===== src/rtl/sat_accumulator.sv =====
// sat_accumulator
// Accumulation stage that sits directly after the signed adder. Each accepted
// sample registers the adder's wrapped sum, clamped to the signed range when
// the adder flags overflow. The running total is fed back to the adder through
// o_acc. After a programmed number of samples, the final total is offered on a
// valid/ready handshake.
//
// Ports:
//   i_clk      clock, all state changes on the rising edge
//   i_rst_n    synchronous active-low reset
//   i_start    begin a batch (honoured only in IDLE)
//   i_len      samples per batch, latched at start
//   i_valid    adder output holds a valid sample
//   o_in_ready high in ACCUM; a sample is taken on i_valid & o_in_ready
//   i_sum      adder sum (sample + o_acc, wrapped)
//   i_carry    adder signed-overflow flag
//   o_acc      running accumulator, drives the adder's i_b input
//   o_result   final batch result, valid while o_valid
//   o_valid    result available (DONE)
//   i_ready    downstream takes the result on o_valid & i_ready
//   o_sat      sticky flag: a saturation occurred in the current/last batch
//   o_busy     high in ACCUM or DONE
module sat_accumulator #(
  parameter int BITS  = 4,
  parameter int CNT_W = 4
) (
  input  logic             i_clk,
  input  logic             i_rst_n,
  input  logic             i_start,
  input  logic [CNT_W-1:0] i_len,
  input  logic             i_valid,
  output logic             o_in_ready,
  input  logic [BITS-1:0]  i_sum,
  input  logic             i_carry,
  output logic [BITS-1:0]  o_acc,
  output logic [BITS-1:0]  o_result,
  output logic             o_valid,
  input  logic             i_ready,
  output logic             o_sat,
  output logic             o_busy
);

  typedef enum logic [1:0] {
    IDLE  = 2'd0,
    ACCUM = 2'd1,
    DONE  = 2'd2
  } state_t;

  // The adder's MSB after a signed overflow has the opposite sign of the true
  // result. A set MSB therefore means the true sum overflowed upward, and a
  // clear MSB means it overflowed downward.
  function automatic logic [BITS-1:0] saturate(input logic [BITS-1:0] sum,
                                               input logic            carry);
    logic [BITS-1:0] max_v;
    logic [BITS-1:0] min_v;
    max_v = {1'b0, {(BITS-1){1'b1}}};
    min_v = {1'b1, {(BITS-1){1'b0}}};
    if (!carry) begin
      saturate = sum;
    end else if (sum[BITS-1]) begin
      saturate = max_v;
    end else begin
      saturate = min_v;
    end
  endfunction

  state_t           state_r, state_s;
  logic [BITS-1:0]  acc_r, acc_s;
  logic [BITS-1:0]  result_r, result_s;
  logic             sat_r, sat_s;
  logic [CNT_W-1:0] cnt_r, cnt_s;
  logic [CNT_W-1:0] len_r, len_s;

  // Next-state and next-datapath logic for the batch sequencer.
  always_comb begin
    state_s  = state_r;
    acc_s    = acc_r;
    result_s = result_r;
    sat_s    = sat_r;
    cnt_s    = cnt_r;
    len_s    = len_r;
    case (state_r)
      IDLE: begin
        if (i_start) begin
          len_s = i_len;
          acc_s = {BITS{1'b0}};
          cnt_s = {CNT_W{1'b0}};
          sat_s = 1'b0;
          if (i_len == {CNT_W{1'b0}}) begin
            // An empty batch goes straight to DONE with a zero result.
            result_s = {BITS{1'b0}};
            state_s  = DONE;
          end else begin
            state_s = ACCUM;
          end
        end else begin
          state_s = IDLE;
        end
      end
      ACCUM: begin
        if (i_valid) begin
          acc_s = saturate(i_sum, i_carry);
          cnt_s = cnt_r + {{(CNT_W-1){1'b0}}, 1'b1};
          if (i_carry) begin
            sat_s = 1'b1;
          end else begin
            sat_s = sat_r;
          end
          if (cnt_s == len_r) begin
            // Load the result on the same edge as the final sample so that
            // o_result equals o_acc for the whole time DONE lasts.
            result_s = acc_s;
            state_s  = DONE;
          end else begin
            state_s = ACCUM;
          end
        end else begin
          state_s = ACCUM;
        end
      end
      DONE: begin
        if (i_ready) begin
          state_s = IDLE;
        end else begin
          state_s = DONE;
        end
      end
      default: begin
        state_s = IDLE;
      end
    endcase
  end

  // State and datapath registers with synchronous active-low reset.
  always_ff @(posedge i_clk) begin
    if (!i_rst_n) begin
      state_r  <= IDLE;
      acc_r    <= {BITS{1'b0}};
      result_r <= {BITS{1'b0}};
      sat_r    <= 1'b0;
      cnt_r    <= {CNT_W{1'b0}};
      len_r    <= {CNT_W{1'b0}};
    end else begin
      state_r  <= state_s;
      acc_r    <= acc_s;
      result_r <= result_s;
      sat_r    <= sat_s;
      cnt_r    <= cnt_s;
      len_r    <= len_s;
    end
  end

  // All outputs come from registers or are decoded from the registered state.
  assign o_acc      = acc_r;
  assign o_result   = result_r;
  assign o_sat      = sat_r;
  assign o_valid    = (state_r == DONE);
  assign o_in_ready = (state_r == ACCUM);
  assign o_busy     = (state_r != IDLE);

endmodule


===== config.mk =====
export PLATFORM = sky130hd
export DESIGN_NAME = sat_accumulator
export DESIGN_NICKNAME = d
export VERILOG_FILES = /design/src/rtl/sat_accumulator.sv
export SDC_FILE = /design/constraint.sdc
export NUM_CORES = 1
export LEC_CHECK = 0
export CORE_MARGIN = 2
export CORE_UTILIZATION = 43
export DETAILED_ROUTE_END_ITERATION = 7
export GPL_TIMING_DRIVEN = 0
export PLACE_DENSITY_LB_ADDON = 0.12
export SKIP_LAST_GASP = 1
export SYNTH_ARGS = -nofsm -noshare
export SYNTH_HDL_FRONTEND = slang
export SYNTH_SLANG_ARGS = --single-unit

===== constraint.sdc =====
create_clock -name i_clk -period 1.5 [get_ports i_clk]
set_input_delay 0.3 -clock i_clk [delete_from_list [all_inputs] [get_ports i_clk]]
set_output_delay 0.3 -clock i_clk [all_outputs]
set_load 0.03 [all_outputs]

==> metrics.cfg <==
[outcome]
status = complete, but fails checks
violations = negative setup slack

[worst_setup_path]
cp.arrival_ns = 1.22
critPathRequiredTime_ns = 1.20
critPathLaunchType = flop
slowest_stage = dfxtp_2
path_common_cell = buf_6
r2r-start = state_r[0]
worstSetupEndpointType = primary output
cp_cell_sequence = buf_6, or2b_4, inv_2, buf_6
startpoint = state_r[0]
slowest_delay_ns = 0.34
worst-setup-path-type = flop to primary output
cp_max_fo = 7

[timing]
setup_violations = 1
fmax_ghz = 0.656
finalClockSkew_ns = 0.0104
hold_ws_ns = 0.473
tightest_slew_ns = 0.436
fin_crit_sh_pct = 102
rsz0062_at_grt = yes
fin_ws_ns = -0.0244
relSlewSlack_pct = 70.9
period_minus_slack_ns = 1.52
timing.final.hold_violations = 0
slew_violations = 0

[layout]
drive_above_1_share_pct = 26.7
finalNetCount = 166
finalInstanceArea_sq_um = 1430
diodes = 0
mostFrequentLayoutCells = nand2_1 (16), dfxtp_1 (14), clkdlybuf4s50_1 (12)
mostFrequentLayoutCell = nand2_1
area_growth_pct = 39.7

[global_route]
grt_pass1_vias = 946
antenna_found_initial = 0
gr-total-overflow = 0
grt_start_max_net_pins = 12
grt_first_pass_wirelength_um = 3980
track_usage_pct = 19.5

[clocking]
clk_pin_slew_ns = 0.11
cts_tree = done
h-tree-depth = 1
root_buffer = clkbuf_4
cts_hold_buf = 0
numCtsBuffers = 3
clk_latency_ns = 0.30
cts.sinks = 19
cts_buffer_depth = 2

[synth]
yosys-top-cells-area = dfxtp_1 (37%), nand2_1 (5.9%), mux2i_1 (4.9%), a21oi_1 (4.4%), nor2_1 (4.0%)
ys_ff_latch = 19
synth_nets = 131
synth_area_sq_um = 1020
synth_largest_area_cell = dfxtp_1
postSynthCellCount = 116
netlist.area_leader.share_pct = 37.1
seq_area_frac_synth_pct = 37.1
ys.flop_type = dfxtp_1
synth-warning-count = 0
syn_area_per_cell_sq_um = 8.83
synth_edf_count = 0
async_reset_ff_share_pct = 0
synthDistinctLibCells = 36

[routing]
drt-initial-drc-count = 11
num_vias = 952
via_per_inst = 5.35
wl_um = 2350
drc = 0
dr.pass1.iters = 4
ant_nets = 0
wl_per_cell_um = 13.2

[die]
rows = 17
die_y_um = 52.8
coreArea_sq_um = 2230
ioPinCount = 26
start_util_pct = 45.9
die_x_um = 52.8
dieArea_sq_um = 2790

[worst_hold_path]
min_path_type = flop to flop
hp-start = len_r[2]

[place]
finalWeightedCongestion = 0.780
place.detailed.hpwl_um = 1730
dpl-instance-area_sq_um = 1320
port_buffers = 25

[power]
p_leak_nw = 0.583
p_per_area_nw_per_um2 = 771
vdd_drop_max_uv = 612

[flow_run]
cap_violations = 0

-- report_power, final --
part / switching [W] / internal, W
combinational: 0.000156 / 0.000152
sequential: 0.0000129 / 0.000522
clock: 0.000161 / 0.0000994
-- state kept, by name (all words and copies together), names as in the netlist --
register and cells:
state_r 2, o_sat 1, o_acc 4, cnt_r 4, o_result 4, len_r 4
-- what timing repair did --
item                                    in CTS  in global routing
endpoints found under the setup margin      24                 13
resized for setup                           34                 14
setup buffers                                3                  5
pin swaps                                    4                  8
-- synth_stat cells (3+ instances only) --
master	count
clkbuf_1	3
inv_1	3
nor2_1	11
nand2_1	16
nand2b_1	3
nand4_1	5
o31ai_1	4
nand3_1	5
xnor2_1	4
a21oi_1	9
mux2i_1	5
a211oi_1	3
dfxtp_1	19
nor3_1	3
-- metal layers --
metal  vias up  GRT usage (%)  wire length, um
li1        477              -                -
met5         -              0                0
met2        26           32.7             1130
met4         0           8.97               25
met1       445           23.6             1050
met3         4           4.00              132
-- cell type report --
type,instances,area [sq um]
fillers,194,802
multi-input cells,88,648
flip-flops and latches,19,392
repair buffers,33,299
well taps,28,35.0
clock buffers,3,22.5
plain buffers,2,15.0
inverters,4,15.0
clock inverters,1,5.00
-- cells by family (layout without fill, tap and decap cells) --
kind of cell / count (synthesis) / after routing / share of synthesized area, %
AO/OA/AOI/OAI: 22 / 22 / 16.2
XOR/XNOR: 6 / 6 / 6.59
adder cells (fa/ha/maj): 1 / 1 / 1.22
buffers and inverters: 9 / 43 / 4.76
flip-flops: 19 / 19 / 37.1
multiplexers: 5 / 5 / 4.88
AND/OR/NAND/NOR: 54 / 54 / 29.2
-- stage by stage --
step | instances | power, W | worst slack [ns] | TNS [ns] | utilization (%)
after floorplan | 116 | 0.000726 | 0.0111 | 0 | -
final | 178 | 0.00110 | -0.0244 | -0.0244 | 64.1
after CTS | 173 | 0.00109 | -0.135 | -0.135 | 61.2
after detailed placement | 169 | 0.000822 | -0.456 | -6.27 | 58.9
after global routing | 178 | 0.00117 | -0.0698 | -0.261 | 64.1
after global placement | 169 | 0.000817 | -0.431 | -5.94 | 58.9
-- final timing paths --
path                 end  slack, ns  depth (start not counted)
min reg2reg     len_r[2]       0.47                          2
min             len_r[2]       0.47                          2
max           o_in_ready      -0.02                          4
max reg2reg  o_result[0]          0                          5
-- worst max-delay path: cells and delay by family, from the launching register on --
| family | cells | cell delay, ns |
|---|---|---|
| simple gates | 1 | 0.30 |
| buf+inv | 3 | 0.29 |
| flops | 1 | 0.34 |
Note: power is estimated with default switching activity, not from simulation.
